<file path="src/rtl/rv_lsu.sv">
// rv_lsu: MEM-stage load/store unit in front of rv_data_mem.
// Every access is turned into doubleword-aligned reads/writes on a 64-bit
// port. Sub-doubleword stores are read-modify-write because the memory has
// no byte enables. Misaligned requests get a misalign response and never
// touch memory.
//
// Handshake: a request transfers in the cycle where req_valid and req_ready
// are both high; req_* are sampled only in that cycle. resp_valid is a
// one-cycle pulse with no back-pressure; resp_rdata and resp_misalign hold
// their value until the next response.
module rv_lsu (
  input  logic        clk,
  input  logic        rst,
  input  logic        req_valid,
  output logic        req_ready,
  input  logic        req_we,
  input  logic [1:0]  req_size,
  input  logic        req_unsigned,
  input  logic [31:0] req_addr,
  input  logic [63:0] req_wdata,
  output logic        resp_valid,
  output logic [63:0] resp_rdata,
  output logic        resp_misalign,
  output logic [31:0] mem_addr,
  output logic        mem_rd_en,
  input  logic [63:0] mem_rd_data,
  output logic        mem_wr_en,
  output logic [63:0] mem_wr_data
);

  typedef enum logic [2:0] {
    S_IDLE    = 3'd0,
    S_RD_REQ  = 3'd1,
    S_RD_DATA = 3'd2,
    S_WR      = 3'd3,
    S_RESP    = 3'd4
  } state_t;

  state_t      state_q, state_d;
  logic        we_q, we_d;
  logic [1:0]  size_q, size_d;
  logic        uns_q, uns_d;
  logic [31:0] addr_q, addr_d;
  logic [63:0] wdata_q, wdata_d;
  logic [63:0] buf_q, buf_d;
  logic [63:0] rdata_q, rdata_d;
  logic        mis_q, mis_d;

  logic        accept;
  logic        req_mis;
  logic [5:0]  sh_amt;
  logic [63:0] shifted;
  logic [63:0] ext;
  logic [63:0] lane_mask;
  logic [63:0] merged;

  assign accept = (state_q == S_IDLE) && req_valid;

  // Misalignment of the incoming request: address must be a multiple of the size
  always_comb begin
    req_mis = 1'b0;
    unique case (req_size)
      2'b00:   req_mis = 1'b0;
      2'b01:   req_mis = req_addr[0];
      2'b10:   req_mis = |req_addr[1:0];
      default: req_mis = |req_addr[2:0];
    endcase
  end

  // Byte-lane extraction/extension for loads and lane merge for stores
  always_comb begin
    sh_amt    = {addr_q[2:0], 3'b000};
    shifted   = mem_rd_data >> sh_amt;
    ext       = shifted;
    lane_mask = 64'hFFFF_FFFF_FFFF_FFFF;
    unique case (size_q)
      2'b00: begin
        ext       = uns_q ? {56'd0, shifted[7:0]} : {{56{shifted[7]}}, shifted[7:0]};
        lane_mask = 64'h0000_0000_0000_00FF;
      end
      2'b01: begin
        ext       = uns_q ? {48'd0, shifted[15:0]} : {{48{shifted[15]}}, shifted[15:0]};
        lane_mask = 64'h0000_0000_0000_FFFF;
      end
      2'b10: begin
        ext       = uns_q ? {32'd0, shifted[31:0]} : {{32{shifted[31]}}, shifted[31:0]};
        lane_mask = 64'h0000_0000_FFFF_FFFF;
      end
      default: begin
        ext       = shifted;
        lane_mask = 64'hFFFF_FFFF_FFFF_FFFF;
      end
    endcase
    lane_mask = lane_mask << sh_amt;
    merged    = (mem_rd_data & ~lane_mask) | ((wdata_q << sh_amt) & lane_mask);
  end

  // Next-state logic
  always_comb begin
    state_d = state_q;
    unique case (state_q)
      S_IDLE: begin
        if (req_valid) begin
          if (req_mis)                           state_d = S_RESP;
          else if (req_we && req_size == 2'b11)  state_d = S_WR;
          else                                   state_d = S_RD_REQ;
        end
      end
      S_RD_REQ:  state_d = S_RD_DATA;
      S_RD_DATA: state_d = we_q ? S_WR : S_RESP;
      S_WR:      state_d = S_RESP;
      S_RESP:    state_d = S_IDLE;
      default:   state_d = S_IDLE;
    endcase
  end

  // Request latch, merge buffer and response registers
  always_comb begin
    we_d    = we_q;
    size_d  = size_q;
    uns_d   = uns_q;
    addr_d  = addr_q;
    wdata_d = wdata_q;
    buf_d   = buf_q;
    rdata_d = rdata_q;
    mis_d   = mis_q;
    if (accept) begin
      we_d    = req_we;
      size_d  = req_size;
      uns_d   = req_unsigned;
      addr_d  = req_addr;
      wdata_d = req_wdata;
      buf_d   = req_wdata;
      if (req_mis) begin
        rdata_d = 64'd0;
        mis_d   = 1'b1;
      end
    end
    if (state_q == S_RD_DATA) begin
      if (we_q) begin
        buf_d = merged;
      end else begin
        rdata_d = ext;
        mis_d   = 1'b0;
      end
    end
    if (state_q == S_WR) begin
      rdata_d = 64'd0;
      mis_d   = 1'b0;
    end
  end

  // State and datapath registers with synchronous reset
  always_ff @(posedge clk) begin
    if (rst) begin
      state_q <= S_IDLE;
      we_q    <= 1'b0;
      size_q  <= 2'b00;
      uns_q   <= 1'b0;
      addr_q  <= 32'd0;
      wdata_q <= 64'd0;
      buf_q   <= 64'd0;
      rdata_q <= 64'd0;
      mis_q   <= 1'b0;
    end else begin
      state_q <= state_d;
      we_q    <= we_d;
      size_q  <= size_d;
      uns_q   <= uns_d;
      addr_q  <= addr_d;
      wdata_q <= wdata_d;
      buf_q   <= buf_d;
      rdata_q <= rdata_d;
      mis_q   <= mis_d;
    end
  end

  // Outputs decoded from the current state
  always_comb begin
    req_ready     = (state_q == S_IDLE) && !rst;
    mem_rd_en     = (state_q == S_RD_REQ);
    mem_wr_en     = (state_q == S_WR);
    mem_wr_data   = (state_q == S_WR) ? buf_q : 64'd0;
    mem_addr      = (state_q == S_IDLE) ? 32'd0 : {addr_q[31:3], 3'b000};
    resp_valid    = (state_q == S_RESP);
    resp_rdata    = rdata_q;
    resp_misalign = mis_q;
  end

endmodule

</file>
<file path="config.mk">
export PLATFORM = sky130hd
export DESIGN_NAME = rv_lsu
export DESIGN_NICKNAME = d
export VERILOG_FILES = /design/src/rtl/rv_lsu.sv
export SDC_FILE = /design/constraint.sdc
export NUM_CORES = 1
export LEC_CHECK = 0
export ABC_AREA = 0
export CAP_MARGIN = 20
export CORE_MARGIN = 3
export CORE_UTILIZATION = 40
export CTS_BUF_LIST = sky130_fd_sc_hd__clkbuf_4 sky130_fd_sc_hd__clkbuf_8
export DETAILED_ROUTE_END_ITERATION = 10
export DONT_BUFFER_PORTS = 1
export MAX_ROUTING_LAYER = met4
export SLEW_MARGIN = 5
export SYNTH_ARGS = -nofsm -noshare
export SYNTH_HDL_FRONTEND = slang
export SYNTH_SLANG_ARGS = --single-unit
export TNS_END_PERCENT = 5
</file>
<file path="constraint.sdc">
create_clock -name clk -period 2.7 [get_ports clk]
set_input_delay 0.54 -clock clk [delete_from_list [all_inputs] [get_ports clk]]
set_output_delay 0.54 -clock clk [all_outputs]
set_load 0.1 [all_outputs]
</file>
# [Yosys cells after proc, flatten, opt, wreduce, memory -nomap -nowiden]
# Cells that the tools add are included.
# Widths: inputs -> output; s select.
[word_totals] register_bits=232 in_bits=167
[op_classes] shift=3 mux=24 reduce_logical=10 eq_ne=10 n_bitwise=4
[ops] operator="$mux 64" n=11
[ops] operator="$pmux 64 s3" n=2
[ops] operator="$and 64x64->64" n=2
[ops] operator="$shl 64x6->64" n=2
[ops] operator="$not 64->64" n=1
[ops] operator="$or 64x64->64" n=1
[ops] operator="$shr 64x6->64" n=1
[ops] operator="$mux 32" n=1
[ops] operator="$pmux 3 s4" n=1
[ops] operator="$mux 3" n=3
[ops] operator="$eq 2x2->1 const B" n=3
[ops] operator="$eq 3x2->1 const B" n=2
[ops] operator="$eq 2x1->1 const B" n=2
[ops] operator="$logic_not 2->1" n=2
[ops] operator="$mux 1" n=4
[ops] operator="$reduce_or 2->1" n=2
[ops] operator="$eq 3x1->1 const B" n=1
[ops] operator="$eq 3x3->1 const B" n=1
[ops] operator="$logic_and 1x1->1" n=3
[ops] operator="$logic_not 3->1" n=1
[ops] operator="$pmux 1 s3" n=1
[ops] operator="$reduce_or 3->1" n=1
[ops] operator="$mux 2" n=1
[ops] operator="$ne 2x2->1 const B" n=1
[ops] operator="$logic_not 1->1" n=1

# [Longest topological paths before layout]
# Gate-level depths: netlist of the first run.
[logic_depth] word_depth=8 ltp_mapped=10 mapped_depth_nobuf=5

# [Least setup slack after synthesis of the first run]
# No wires, ideal clock.
[synth_timing] path_type="input-to-output" start="input port rst" end="output port req_ready" arrival_time_ps=3905 n_path_buf=3 path_slack_ps=-1745 cell_stages=4 cell_sequence="clkbuf_1 -> clkbuf_1 -> buf_1 -> nor4_1"
[synth_via] elab_chain_cells=2
[synth_rtl] item="start, declared" line_no="13" source="input logic rst,"
[synth_rtl] item="$logic_not 1->1" line_no="180" source="req_ready = (state_q == S_IDLE) && !rst;"
[synth_rtl] item="$logic_and 1x1->1" line_no="180"
[synth_rtl] item="end, declared" line_no="15" source="output logic req_ready,"
# No other way between the ends.

# [Worst setup path in the final report of the first run]
[layout_timing] start="register state_q[1]" end="output port mem_wr_data[45]"
[layout_via] elab_chain_cells=2
[layout_rtl] item="start, declared" line_no="39" source="state_t state_q, state_d;"
[layout_rtl] item="start signal, assigned" line_no="166" source="state_q <= state_d;"
[layout_rtl] item="$eq 3x2->1" line_no="183" source="mem_wr_data = (state_q == S_WR) ? buf_q : 64'd0;"
[layout_rtl] item="$mux 64" line_no="183"
[layout_rtl] item="end, declared" line_no="28" source="output logic [63:0] mem_wr_data"
# No other way between the ends.

==> impl_metrics.yaml, run 1 <==
outcome:
  status: "complete, no violations"
timing:
  holdWs_ns: 0.0314
  fmax_mhz: 386
  slew-limit-headroom_pct: 32.4
  finalSetupViolCount: 0
  rsz0062_at_grt: "false"
  fin_crit_ns: 2.59
  tightestPinTransition_ns: 1.01
  finalHoldViolCount: 0
  finClkSkew_ns: 0.0366
  fin_crit_sh_pct: 95.9
  report.final.slew_viol_count: 0
yosys:
  postSynth.asyncResetShare_pct: 0
  synthFlopType: "dfxtp_1"
  ys_ff_latch: 232
  synth_cell_type_count: 66
  ys_seq_area_share_pct: 33.8
  synth_cells: 1592
  synthesis.area_mm2: 0.0138
  synth-edff-count: 0
  synth_warnings: 0
  syn_avg_cell_area_um2: 8.64
detailed_routing:
  routed_via_density: 6.09
  drc: 0
  dr.pass1.iters: 5
  vias: 13100
  antenna_left: 0
  wl_per_cell_um: 25.7
  drt_iter0_drc: 1489
  routed_wl_mm: 55.2
layout:
  multi_input_area_mm2: 0.00837
  syn_to_final_growth_pct: 23.4
  layout-drive-gt1-share_pct: 26.9
  finalNetCount: 1834
  register_area_mm2: 0.00466
  n_fill_cell: 3194
  final_util_pct: 50.3
clock_tree:
  h-tree-depth: 2
  cts-root-buf: "clkbuf_8"
  cts_buffers: 43
  path_clk_slew_ns: 0.06
  insertion_delay_ns: 0.60
  cts_buffer_depth: 3
  cts_sinks: 232
  cts_setup_buffers: 0
  cts_tree: "done"
global_route:
  grt_max_degree: 149
  grt_use_total_pct: 29.9
  grt_pass1_wl_mm: 80.8
  grt_pass1_vias: 12400
  overflow: 0
  antenna_found_initial: 2
job:
  max-cap-violations: 0
power:
  p_leak_uw: 0.00610
  p_int_uw: 6550
  swShare_pct: 32.8
  pwr-share-seq_pct: 40.8
  p_switching_uw: 3190
  p_clk_share_pct: 37.9
  ir_worst_vdd_v: 0.000378
  powerDensity_mw_per_mm2: 574
  pwr-share-comb_pct: 21.3
critical_path:
  cp_num_buf_inv: 2
  cp.required_ns: 2.16
  path_class: "flop to output port"
  critical_path.max_fanout: 67
  end_kind: "output port"
  crit_chain: "and3b_2 -> buf_12 -> and2_1 -> buf_12"
  cpPeakStageDelay_ns: 0.51
  crit_arrival_ns: 2.05
  crit_top_cell: "buf_12"
  crit_slowest_cell: "dfxtp_2"
  worstSetupStartpointType: "flop"
  critical-path-top-delay-family: "flip-flops"
place:
  dp_hpwl_mm: 40.9
  numPortBuffers: 0
  gp_congestion: 0.955
floorplan:
  ios: 332
  dieHeight_um: 191
  die_x_um: 191
  initial_core_util_pct: 40.8
  num_rows: 67
  core_mm2: 0.0337
  die-area_mm2: 0.0366
hold_path:
  hold_path.class: "input pin to flop"
-- flip-flops by register name (all words and copies together), names as in the netlist --
register	cells
state_q	3
addr_q	32
wdata_q	64
we_q	1
buf_q	64
size_q	2
resp_misalign	1
uns_q	1
resp_rdata	64
-- cell usage after synthesis, types with 41 or more instances --
cell type | n | area, um2
a211oi_1 | 71 | 533
a21oi_1 | 214 | 1070
and2_1 | 67 | 419
buf_2 | 44 | 220
clkbuf_1 | 81 | 304
dfxtp_1 | 232 | 4640
mux2_2 | 41 | 462
mux2i_1 | 117 | 1170
mux4_2 | 45 | 1010
nand2_1 | 293 | 1100
nor2_1 | 60 | 225
nor2b_1 | 42 | 263
-- worst register-to-register path, delay by kind of cell (launching register included) --
| family | cells | cell delay [ns] |
|---|---|---|
| buf+inv | 1 | 0.43 |
| compound gates | 1 | 0.18 |
| mux | 1 | 0.38 |
| simple gates | 3 | 0.74 |
| flops | 1 | 0.49 |
-- worst paths after layout --
path                                               from                   endpoint  slack [ns]  cells after the start
worst max-delay path            state_q[1]$_SDFFE_PP0P_            mem_wr_data[45]        0.11                      4
worst min-delay path                                rst    addr_q[27]$_SDFFE_PP0N_        0.03                      1
worst max register to register   addr_q[1]$_SDFFE_PP0N_  resp_rdata[38]$_SDFF_PP0_        0.35                      6
worst min register to register  addr_q[20]$_SDFFE_PP0N_    addr_q[20]$_SDFFE_PP0N_        0.44                      2
-- metrics by stage --
stage / std cells / total power, uW / area, um2 / worst slack, ns / TNS [ns]
after floorplan: 1594 / 5540 / 13800 / -0.670 / -8.86
after global placement: 2068 / 6050 / 16000 / 0.422 / 0
after detailed placement: 2068 / 6080 / 16000 / 0.404 / 0
after CTS: 2145 / 9770 / 17000 / 0.00566 / 0
after global routing: 2147 / 10100 / 17000 / 0.00838 / 0
final: 2148 / 9740 / 17000 / 0.111 / 0
-- layer usage --
layer / routed length, um / part of all wire (%) / up-vias / global-route usage [%]
met5: 0 / 0 / - / -
met1: 22100 / 40 / 6266 / 38.5
met4: 2190 / 4.0 / 0 / 10.9
met2: 24300 / 44 / 784 / 43.9
li1: - / - / 5889 / -
met3: 6660 / 12 / 152 / 9.65
-- cell usage in the layout (no fill, tap or decap), types with 13 or more instances in the layout --
cell type	instances
nor2b_1	13
nor2b_2	29
buf_4	117
a211oi_2	25
mux4_2	45
dfxtp_1	226
mux2_2	41
mux2i_1	117
a31o_2	17
clkbuf_8	51
a311oi_1	16
buf_12	74
nand2b_1	16
nand2_1	291
a221oi_1	15
clkbuf_4	15
a211oi_1	71
and2_1	66
a21oi_1	214
nor2_1	60
o21ai_0	18
-- power groups by stage --
| stage | registers, uW | clock network, uW | logic (uW) |
|---|---|---|---|
| 3_5_place_dp | 4040 | 0 | 2040 |
| 4_1_cts | 3960 | 3750 | 2060 |
| 2_1_floorplan | 4010 | 0 | 1530 |
| 5_1_grt | 3990 | 3910 | 2220 |
| 6_report | 3970 | 3690 | 2070 |
| 3_3_place_gp | 4030 | 0 | 2020 |
-- cells by family (layout without fill, tap and decap cells) --
family / Yosys count / after routing / share of synthesized area [%]
AOI/OAI and AO/OA: 469 / 469 / 23.1
buffers and inverters: 176 / 279 / 6.41
DFF: 232 / 232 / 33.8
muxes: 205 / 205 / 19.5
other: 1 / 6 / 0.0273
and+or+nand+nor: 509 / 509 / 17.3
-- cell type report --
| type | count | area share [%] |
|---|---|---|
| tap | 448 | 3.30 |
| timing repair buffer | 194 | 14.2 |
| inverter | 10 | 0.221 |
| clock inverter | 9 | 0.642 |
| sequential | 232 | 27.5 |
| clock buffer | 66 | 4.80 |
| antenna | 3 | 0.0442 |
| multi-input combinational | 1186 | 49.3 |
-- what timing repair did --
item	CTS	global route
resized for setup	2	1
setup endpoints to repair	65	64
endpoints found under the hold margin	14	0
hold buffers	2	0
No activity file was read; power rests on OpenSTA's default activity.
==> run 2: changes to the inputs <==
CORE_ASPECT_RATIO = 0.8   (was unset)
CORE_UTILIZATION = 45   (was 40)
HOLD_SLACK_MARGIN = 0.08   (was unset)
==> impl_metrics.yaml, run 2 (same netlist as run 1, synthesis figures left out) <==
critical_path:
  worstSetupStartpointType: "flop"
  end_kind: "output port"
  crit_arrival_ns: 2.01
  crit_end: "mem_wr_data[31]"
  critical_path.max_fanout: 66
  reg2reg_slack_ns: 0.27
  crit_start: "state_q[2]$_SDFFE_PP0P_"
  reg2reg_to: "buf_q[53]$_SDFF_PP0_"
  r2r_start: "addr_q[1]$_SDFFE_PP0N_"
  cp.required_ns: 2.16
  r2r_cells: 5
  path_class: "flop to output port"
layout:
  layout-drive-gt1-share_pct: 27.0
  syn_to_final_growth_pct: 23.5
  final_cell_mix: "291 x nand2_1, 227 x dfxtp_1, 214 x a21oi_1"
  final_common_cell: "nand2_1"
  finalNetCount: 1874
  stdcell_area_mm2: 0.0170
global_route:
  grt_max_degree: 92
  grt_pass1_vias: 12900
  antenna_found_initial: 5
  grt_pass1_wl_mm: 82.2
  grt_use_total_pct: 33.4
  overflow: 0
  grt.busiest_layer: "met2"
  grt_util_met3_pct: 9.65
  grtUsageMet1_pct: 44.6
  grt_util_met2_pct: 50.0
detailed_routing:
  antenna_left: 0
  drt_iter0_drc: 1499
  routed_via_density: 6.15
  vias: 13200
  dr.pass1.iters: 5
  wl_per_cell_um: 25.6
  routed_wl_mm: 55.1
  drc: 0
floorplan:
  core_mm2: 0.0297
  ios: 332
  initial_core_util_pct: 46.3
  die-area_mm2: 0.0327
  num_rows: 56
  die_x_um: 201
  dieHeight_um: 162
timing:
  fmax_mhz: 392
  fin_crit_sh_pct: 94.4
  slew-limit-headroom_pct: 33.3
  finalSetupViolCount: 0
  finalHoldViolCount: 0
  finClkSkew_ns: 0.0222
  setup-tns-final_ns: 0
  rsz0062_at_grt: "false"
  report.final.slew_viol_count: 0
  fin_crit_ns: 2.55
  tightestPinTransition_ns: 0.999
clock_tree:
  cts_buffers: 41
  insertion_delay_ns: 0.58
  cts_sinks: 232
  path_clk_slew_ns: 0.06
  cts-root-buf: "clkbuf_8"
  cts_setup_buffers: 0
  h-tree-depth: 2
  cts_tree: "done"
  cts_buffer_depth: 3
place:
  gp_congestion: 0.989
  numPortBuffers: 0
  dp_hpwl_mm: 40.2
  placed_area_mm2: 0.0158
power:
  finalPower_uw: 9600
  p_leak_uw: 0.00620
  powerDensity_mw_per_mm2: 565
  ir_worst_vdd_v: 0.000318
hold_path:
  min_from: "req_addr[24]"
  hold_path.class: "input pin to flop"
job:
  max-cap-violations: 0
outcome:
  status: "complete, no violations"
## run 2: cell types whose count changed in the layout (fill, tap and decap cells not counted), sizes merged, moves of 2 or more
cell	previous run	this run
buf	192	209
clkbuf	66	60
clkinv	5	7
clkinvlp	0	2
diode	3	9
dlygate4sd3	2	27
## run 2: worst min path at each step
stage               slack [ns]  cells past startpoint                        end
finish                    0.11                      2    addr_q[24]$_SDFFE_PP0N_
global route              0.09                      2    addr_q[22]$_SDFFE_PP0N_
floorplan                 0.43                      2    addr_q[10]$_SDFFE_PP0N_
CTS                       0.08                      2  resp_rdata[62]$_SDFF_PP0_
detailed placement        0.44                      2     addr_q[8]$_SDFFE_PP0N_
global placement          0.43                      2    addr_q[14]$_SDFFE_PP0N_
## run 2: timing repair
item,4_1_cts,5_1_grt
resized for setup,3,6
endpoints found under the setup margin,93,37
endpoints found under the hold margin,92,0
hold buffers,29,0
## run 2: layout make-up
| cell class | count | area [um2] |
|---|---|---|
| antenna | 9 | 22.5 |
| clock buffer | 60 | 763 |
| clock inverter | 11 | 92.6 |
| fill | 2709 | 12700 |
| inverter | 10 | 37.5 |
| multi-input combinational | 1186 | 8370 |
| sequential | 232 | 4660 |
| tap | 406 | 508 |
| timing repair buffer | 236 | 2520 |
## run 2: power breakdown
part	total (uW)	internal [uW]	leakage [uW]	switching [uW]
sequential	3940	3650	0.00190	298
clock	3460	1920	0.000453	1540
combinational	2200	816	0.00385	1380
## run 2: worst max-delay path, cell delays in order, from the launching register on
cell and delay, ns:
dfxtp_2 0.40, and3b_2 0.30, buf_12 0.24, and2_1 0.25
buf_12 0.19
## run 2: routing by layer
metal / wire, um / share of wire (%)
met1: 23500 / 43
met2: 24500 / 44
met3: 5790 / 11
met4: 1300 / 2.4
met5: 0 / 0
## run 2: through the flow
stage / cells / hold WS (ns) / setup WS (ns) / utilization, %
5_1_grt: 2149 / 0.0929 / 0.0453 / 57.2
3_3_place_gp: 2041 / 0.432 / 0.302 / 53.0
3_5_place_dp: 2041 / 0.436 / 0.298 / 53.0
4_1_cts: 2141 / 0.0805 / 0.0529 / 57.0
6_report: 2150 / 0.108 / 0.152 / 57.2
2_1_floorplan: 1594 / 0.432 / -0.670 / -
